<file path="config.mk">
export PLATFORM = sky130hd
export DESIGN_NAME = fan_ctrl_flat
export DESIGN_NICKNAME = d
export VERILOG_FILES = /design/src/rtl/fan_ctrl_if.sv /design/src/rtl/fan_ctrl.sv /design/src/flat_wrapper.sv
export SDC_FILE = /design/constraint.sdc
export NUM_CORES = 1
export LEC_CHECK = 0
export ABC_AREA = 1
export CORE_ASPECT_RATIO = 1.5
export CORE_MARGIN = 3
export CORE_UTILIZATION = 46
export DETAILED_ROUTE_END_ITERATION = 7
export PLACE_DENSITY_LB_ADDON = 0.05
export SYNTH_ARGS = -nofsm -noshare
export SYNTH_HDL_FRONTEND = slang
export SYNTH_SLANG_ARGS = --single-unit
</file>
<file path="constraint.sdc">
create_clock -name CLK_I -period 5.05 [get_ports CLK_I]
set_input_delay 0.505 -clock CLK_I [delete_from_list [all_inputs] [get_ports CLK_I]]
set_output_delay 0.505 -clock CLK_I [all_outputs]
set_load 0.02 [all_outputs]
</file>
<file path="src/rtl/fan_ctrl_if.sv">
// Fan controller bus: tach strobe, regulation config in, PWM duty and status out.
// master drives tach/config and observes status; slave is the controller itself.
interface fan_ctrl_if #(
    parameter int DW = 10
);
    logic          en;
    logic          tach_vld;
    logic [26:0]   tach_cnt;
    logic [26:0]   target;
    logic [7:0]    deadband;
    logic [DW-1:0] step;
    logic [DW-1:0] duty_min;
    logic [DW-1:0] duty_max;
    logic [DW-1:0] duty;
    logic          duty_upd;
    logic          at_target;
    logic          stall;
    logic [1:0]    state;

    modport master (
        output en, tach_vld, tach_cnt, target, deadband, step, duty_min, duty_max,
        input  duty, duty_upd, at_target, stall, state
    );

    modport slave (
        input  en, tach_vld, tach_cnt, target, deadband, step, duty_min, duty_max,
        output duty, duty_upd, at_target, stall, state
    );
endinterface

</file>
<file path="src/rtl/fan_ctrl.sv">
// Closed-loop fan speed controller: spin-up at full duty, step regulation into a deadband, stall detect.
// Latency 1 cycle from tach_vld to duty; no backpressure, every strobe is consumed in the cycle it arrives.
module fan_ctrl #(
    parameter int DW         = 10,
    parameter int SPINUP_WIN = 2,
    parameter int STALL_WIN  = 3
) (
    input  logic    CLK_I,
    input  logic    RST_I,
    fan_ctrl_if.slave bus
);
    localparam int WW = (SPINUP_WIN < 1) ? 1 : $clog2(SPINUP_WIN + 1);
    localparam int ZW = (STALL_WIN  < 1) ? 1 : $clog2(STALL_WIN + 1);

    typedef enum logic [1:0] {
        IDLE     = 2'd0,
        SPINUP   = 2'd1,
        REGULATE = 2'd2,
        STALL    = 2'd3
    } state_t;

    state_t        state_q, state_d;
    logic [DW-1:0] duty_q, duty_d;
    logic          duty_upd_q, duty_upd_d;
    logic          at_target_q, at_target_d;
    logic          stall_q, stall_d;
    logic [WW-1:0] win_cnt_q, win_cnt_d;
    logic [ZW-1:0] zero_cnt_q, zero_cnt_d;

    logic [27:0]   hi_bound;
    logic [26:0]   lo_bound;
    logic [DW-1:0] floor_eff;
    logic [DW:0]   duty_up, duty_dn;
    logic [DW-1:0] up_sat, dn_sat;
    logic [ZW-1:0] zero_nxt;
    logic [WW-1:0] win_nxt;
    logic          stall_hit;

    always_comb begin
        hi_bound  = {1'b0, bus.target} + {20'd0, bus.deadband};
        lo_bound  = (bus.target >= {19'd0, bus.deadband}) ? bus.target - {19'd0, bus.deadband} : '0;
        // An inverted min/max pair collapses onto duty_max.
        floor_eff = (bus.duty_min > bus.duty_max) ? bus.duty_max : bus.duty_min;
        duty_up   = {1'b0, duty_q} + {1'b0, bus.step};
        duty_dn   = {1'b0, duty_q} - {1'b0, bus.step};
        up_sat    = (duty_up > {1'b0, bus.duty_max}) ? bus.duty_max : duty_up[DW-1:0];
        if (duty_dn[DW] || (duty_dn[DW-1:0] < floor_eff)) begin
            dn_sat = floor_eff;
        end else begin
            dn_sat = duty_dn[DW-1:0];
        end
        zero_nxt  = (bus.tach_cnt == '0) ? zero_cnt_q + 1'b1 : '0;
        win_nxt   = win_cnt_q + 1'b1;
        stall_hit = bus.tach_vld && (zero_nxt == ZW'(STALL_WIN));
    end

    always_comb begin
        state_d     = state_q;
        duty_d      = duty_q;
        at_target_d = at_target_q;
        stall_d     = stall_q;
        win_cnt_d   = win_cnt_q;
        zero_cnt_d  = zero_cnt_q;

        if (!bus.en) begin
            state_d     = IDLE;
            duty_d      = '0;
            at_target_d = 1'b0;
            stall_d     = 1'b0;
            win_cnt_d   = '0;
            zero_cnt_d  = '0;
        end else begin
            unique case (state_q)
                IDLE: begin
                    state_d     = SPINUP;
                    duty_d      = bus.duty_max;
                    at_target_d = 1'b0;
                    win_cnt_d   = '0;
                    zero_cnt_d  = '0;
                end
                SPINUP: begin
                    if (stall_hit) begin
                        state_d    = STALL;
                        stall_d    = 1'b1;
                        duty_d     = bus.duty_max;
                        zero_cnt_d = '0;
                    end else if (bus.tach_vld) begin
                        zero_cnt_d = zero_nxt;
                        win_cnt_d  = win_nxt;
                        if (win_nxt == WW'(SPINUP_WIN)) begin
                            state_d = REGULATE;
                        end
                    end
                end
                REGULATE: begin
                    if (stall_hit) begin
                        state_d     = STALL;
                        stall_d     = 1'b1;
                        duty_d      = bus.duty_max;
                        at_target_d = 1'b0;
                        zero_cnt_d  = '0;
                    end else if (bus.tach_vld) begin
                        zero_cnt_d  = zero_nxt;
                        at_target_d = 1'b0;
                        if (bus.tach_cnt < lo_bound) begin
                            duty_d = up_sat;
                        end else if ({1'b0, bus.tach_cnt} > hi_bound) begin
                            duty_d = dn_sat;
                        end else begin
                            at_target_d = 1'b1;
                        end
                    end
                end
                STALL: begin
                    if (bus.tach_vld && (bus.tach_cnt != '0)) begin
                        state_d    = SPINUP;
                        duty_d     = bus.duty_max;
                        win_cnt_d  = '0;
                        zero_cnt_d = '0;
                    end
                end
                default: state_d = IDLE;
            endcase
        end

        // A forced drop to IDLE is not a regulation event, so it never pulses.
        duty_upd_d = bus.en && (duty_d != duty_q);
    end

    always_ff @(posedge CLK_I or posedge RST_I) begin
        if (RST_I) begin
            state_q     <= IDLE;
            duty_q      <= '0;
            duty_upd_q  <= 1'b0;
            at_target_q <= 1'b0;
            stall_q     <= 1'b0;
            win_cnt_q   <= '0;
            zero_cnt_q  <= '0;
        end else begin
            state_q     <= state_d;
            duty_q      <= duty_d;
            duty_upd_q  <= duty_upd_d;
            at_target_q <= at_target_d;
            stall_q     <= stall_d;
            win_cnt_q   <= win_cnt_d;
            zero_cnt_q  <= zero_cnt_d;
        end
    end

    assign bus.duty      = duty_q;
    assign bus.duty_upd  = duty_upd_q;
    assign bus.at_target = at_target_q;
    assign bus.stall     = stall_q;
    assign bus.state     = state_q;
endmodule

</file>
<file path="src/flat_wrapper.sv">
// flat-port wrapper written by rule: the top's interface ports become plain ports
module fan_ctrl_flat 
#(
    parameter int DW         = 10,
    parameter int SPINUP_WIN = 2,
    parameter int STALL_WIN  = 3
)
  (CLK_I, RST_I, bus_en, bus_tach_vld, bus_tach_cnt, bus_target, bus_deadband, bus_step, bus_duty_min, bus_duty_max, bus_duty, bus_duty_upd, bus_at_target, bus_stall, bus_state);
  fan_ctrl_if #(.DW(DW)) bus_i ();
  input  logic CLK_I;
  input  logic RST_I;
  input wire logic [$bits(bus_i.en)-1:0] bus_en;
  input wire logic [$bits(bus_i.tach_vld)-1:0] bus_tach_vld;
  input wire logic [$bits(bus_i.tach_cnt)-1:0] bus_tach_cnt;
  input wire logic [$bits(bus_i.target)-1:0] bus_target;
  input wire logic [$bits(bus_i.deadband)-1:0] bus_deadband;
  input wire logic [$bits(bus_i.step)-1:0] bus_step;
  input wire logic [$bits(bus_i.duty_min)-1:0] bus_duty_min;
  input wire logic [$bits(bus_i.duty_max)-1:0] bus_duty_max;
  output wire logic [$bits(bus_i.duty)-1:0] bus_duty;
  output wire logic [$bits(bus_i.duty_upd)-1:0] bus_duty_upd;
  output wire logic [$bits(bus_i.at_target)-1:0] bus_at_target;
  output wire logic [$bits(bus_i.stall)-1:0] bus_stall;
  output wire logic [$bits(bus_i.state)-1:0] bus_state;
  assign bus_i.en = bus_en;
  assign bus_i.tach_vld = bus_tach_vld;
  assign bus_i.tach_cnt = bus_tach_cnt;
  assign bus_i.target = bus_target;
  assign bus_i.deadband = bus_deadband;
  assign bus_i.step = bus_step;
  assign bus_i.duty_min = bus_duty_min;
  assign bus_i.duty_max = bus_duty_max;
  assign bus_duty = bus_i.duty;
  assign bus_duty_upd = bus_i.duty_upd;
  assign bus_at_target = bus_i.at_target;
  assign bus_stall = bus_i.stall;
  assign bus_state = bus_i.state;
  fan_ctrl #(.DW(DW), .SPINUP_WIN(SPINUP_WIN), .STALL_WIN(STALL_WIN)) u_core (.CLK_I(CLK_I), .RST_I(RST_I), .bus(bus_i));
endmodule
</file>
==> flow_summary_export.csv <==
group,metric,value,unit
worst_hold_path,hp-class,"register to register",
detailed_routing,drt_first_pass_iters,5,
timing,slew_violations,0,
cells_and_area,regArea,475,um2
timing,rsz0062_at_grt,"yes",
grt,grt_pass1_vias,8252,
yosys,synth_edf_count,0,
cts,cts_buffers,3,
die,die_area,16600,um2
cells_and_area,multi_input_area,6060,um2
cells_and_area,nFillCells,1407,
detailed_routing,avgRoutedWirePerCell,16.6,um
cts,clk_latency,0.26,ns
critical_path,endpoint,"u_core.bus.duty_upd",
grt,grt_max_degree,22,
grt,gr-total-overflow,0,
timing,worst_slew_pin_slew,0.830,ns
yosys,synthFlopType,"dfrtp_1",
critical_path,required,5.18,ns
yosys,yosysWarnings,0,
die,row_count,54,
die,initial_core_util,0.473,
die,ios,111,
detailed_routing,ant_nets,0,
detailed_routing,finalWirelength,26200,um
timing,max-slew-margin-rel,0.446,
critical_path,worstSetupStartpointType,"primary input",
timing,skew,0.00431,ns
critical_path,cp_max_fo,7,
yosys,yosysSeqAreaShare,0.0685,
power,ir_worst_vdd,0.000171,V
yosys,ys_types,52,
cts,cts.sinks,19,
critical_path,r2r-start,"u_core.bus.duty[0]",
cts,cts_tree,"done",
status,outcome,"completed",
critical_path,path_buf_inv,4,
detailed_routing,routed-wl-met2,14000,um
die,dieWidth,106,um
yosys,avgSynthCellArea,5.98,um2
cts,htreeDepth,1,
critical_path,cp.depth,33,
critical_path,crit_path_max_incr_delay,0.53,ns
critical_path,crit_slowest_cell,"clkdlybuf4s50_1",
job,max_cap_violations,0,
detailed_routing,drc_errors,0,
grt,grt_pass1_wl,40200,um
critical_path,criticalPathCategory,"primary input to register",
detailed_routing,num_vias,8591,
cells_and_area,syn_to_final_growth,40.4,%
yosys,syn_inst,1160,
detailed_routing,dr_wl_met3,1180,um
cts,cts.clk_slew.worst_paths,0.06,ns
timing,fmax,206,MHz
yosys,synthArstFlopShare,1.00,
die,fp.dieH,156,um
yosys,synth.ff_latch_count,19,
die,coreArea,14700,um2
timing,layout_min_cycle_time,4.85,ns
timing,finalSetupViolCount,0,
critical_path,r2r_cells,29,
critical_path,setup.worst_path.start,"bus_target[5]",
critical_path,cp.arrival,4.98,ns
grt,grt_use_total,0.304,
timing,hold_ws,0.475,ns
critical_path,r2r_end,"u_core.bus.duty_upd",
cts,cts_buffer_depth,2,
critical_path,critPathCaptureType,"register",
cells_and_area,nets,1605,
timing,period_share,0.959,
critical_path,reg2reg_setup_slack,0.51,ns
detailed_routing,vias_per_cell,5.45,
place,portBuffers,110,
critical_path,critPathTopFamily,"simple AND/OR/NAND/NOR gates",
timing,final_hold_viol_count,0,
yosys,synth_nets,1383,
cells_and_area,drive_gt1_frac,0.212,
place,placed_area,9030,um2
cts,ctsHoldBuffers,0,
power,power-per-cell-area,304,nW/um2
cells_and_area,num_antenna_cells,0,
cells_and_area,design_area,9750,um2
detailed_routing,wl_met1,9150,um
yosys,syn_area,6940,um2
power,power_leakage,5.09,nW
grt,antenna_found_initial,0,
detailed_routing,drtIter0Drc,444,
cells_and_area,layout_commonest_cell,"nand2_1",
cells_and_area,layout_common_cells,"nand2_1 (279), inv_1 (146), buf_4 (126), ha_1 (114), clkdlybuf4s50_1 (99)",
cts,root_buffer,"clkbuf_16",
place,dp_hpwl,21700,um
detailed_routing,top_layer,"met4",
place,globalplace.congestion,0.981,
[state kept, by name, indices dropped and copies added (netlist names)]
signal and flops:
u_core.bus.duty_upd 1, u_core.bus.stall 1, u_core.win_cnt_q 2, u_core.bus.state 2, u_core.zero_cnt_q 2, u_core.bus.duty 10
u_core.bus.at_target 1
[cell usage after synthesis (all sizes together), types with 2 or more instances]
cell type / instances / area share
nand3: 95 / 0.074
o41ai: 2 / 0.0025
a21o: 3 / 0.0032
o221ai: 7 / 0.0088
ha: 123 / 0.22
nor2: 91 / 0.054
a31oi: 2 / 0.0018
nand4: 18 / 0.017
o211ai: 9 / 0.0097
o21bai: 4 / 0.0049
nand2: 306 / 0.17
xor2: 36 / 0.045
nand3b: 7 / 0.0076
a21boi: 2 / 0.0022
fa: 4 / 0.012
buf: 16 / 0.016
and3: 2 / 0.0018
and2: 2 / 0.0018
nor3: 33 / 0.030
or2: 4 / 0.0036
dfrtp: 19 / 0.068
inv: 178 / 0.096
nor4: 10 / 0.0090
a21oi: 94 / 0.070
clkbuf: 14 / 0.0076
o31ai: 3 / 0.0032
o21ai: 65 / 0.047
a211oi: 2 / 0.0022
[through the flow]
step / setup WS, ns / setup TNS (ns) / utilization / cells / power, mW
CTS: -0.0991 / -0.0991 / 0.633 / 1563 / 2.83
floorplan: 0.510 / 0 / - / 1160 / 1.74
global route: -0.235 / -0.235 / 0.665 / 1577 / 3.26
detailed placement: -0.718 / -4.51 / 0.616 / 1553 / 2.61
global placement: -0.678 / -3.97 / 0.616 / 1553 / 2.60
finish: 0.205 / 0 / 0.665 / 1577 / 2.96
[layer usage]
layer  vias to the layer above  track usage
li1                       4296            -
met1                      3899        0.305
met2                       291        0.591
met3                       105       0.0264
met4                         0        0.191
met5                         -            0
[cells by family (layout without fill, tap and decap cells)]
family | Yosys count | in the layout | synth area share
DFF | 19 | 19 | 0.0685
buffers and inverters | 209 | 430 | 0.120
AOI/OAI and AO/OA | 198 | 198 | 0.162
and+or+nand+nor | 570 | 570 | 0.370
adders and majority gates | 127 | 127 | 0.233
xor gates and xnor gates | 37 | 37 | 0.0467
[timing repair]
item / 4_1_cts / 5_1_grt
pin swaps: 22 / 57
cloned: 0 / 1
setup endpoints to repair: 10 / 12
resized for setup: 39 / 118
setup buffers: 7 / 15
endpoints found under the hold margin: 0 / 0
[worst min-delay path by stage]
stage                         from                   to  slack [ns]  depth (start not counted)
2_1_floorplan  u_core.win_cnt_q[1]  u_core.win_cnt_q[1]        0.45                          2
3_3_place_gp   u_core.win_cnt_q[1]  u_core.win_cnt_q[1]        0.46                          2
3_5_place_dp      u_core.bus.stall     u_core.bus.stall        0.47                          2
4_1_cts           u_core.bus.stall     u_core.bus.stall        0.48                          2
5_1_grt           u_core.bus.stall     u_core.bus.stall        0.53                          2
6_report          u_core.bus.stall     u_core.bus.stall        0.48                          2
[worst register-to-register path, delay by kind of cell, from the launching register on]
kind | cells | cell delay [ns]
flops | 1 | 0.49
fa+ha+maj | 3 | 0.93
buf+inv | 3 | 0.36
compound gates | 3 | 0.70
simple gates | 19 | 1.72
xor+xnor | 1 | 0.20
[cell type report]
| type | count | area share |
|---|---|---|
| Clock buffer | 3 | 0.00770 |
| Sequential cell | 19 | 0.0488 |
| Inverter | 179 | 0.0707 |
| Timing Repair inverter | 1 | 0.000899 |
| Clock inverter | 1 | 0.000513 |
| Timing Repair Buffer | 246 | 0.224 |
| Tap cell | 196 | 0.0252 |
| Multi-Input combinational cell | 932 | 0.622 |
[power breakdown]
group | total, mW | switching (mW) | internal (mW)
sequential | 0.249 | 0.0560 | 0.193
clock | 0.177 | 0.0705 | 0.107
combinational | 2.54 | 1.50 | 1.04
total | 2.96 | 1.63 | 1.34
Note: power is estimated with default switching activity, not from simulation.
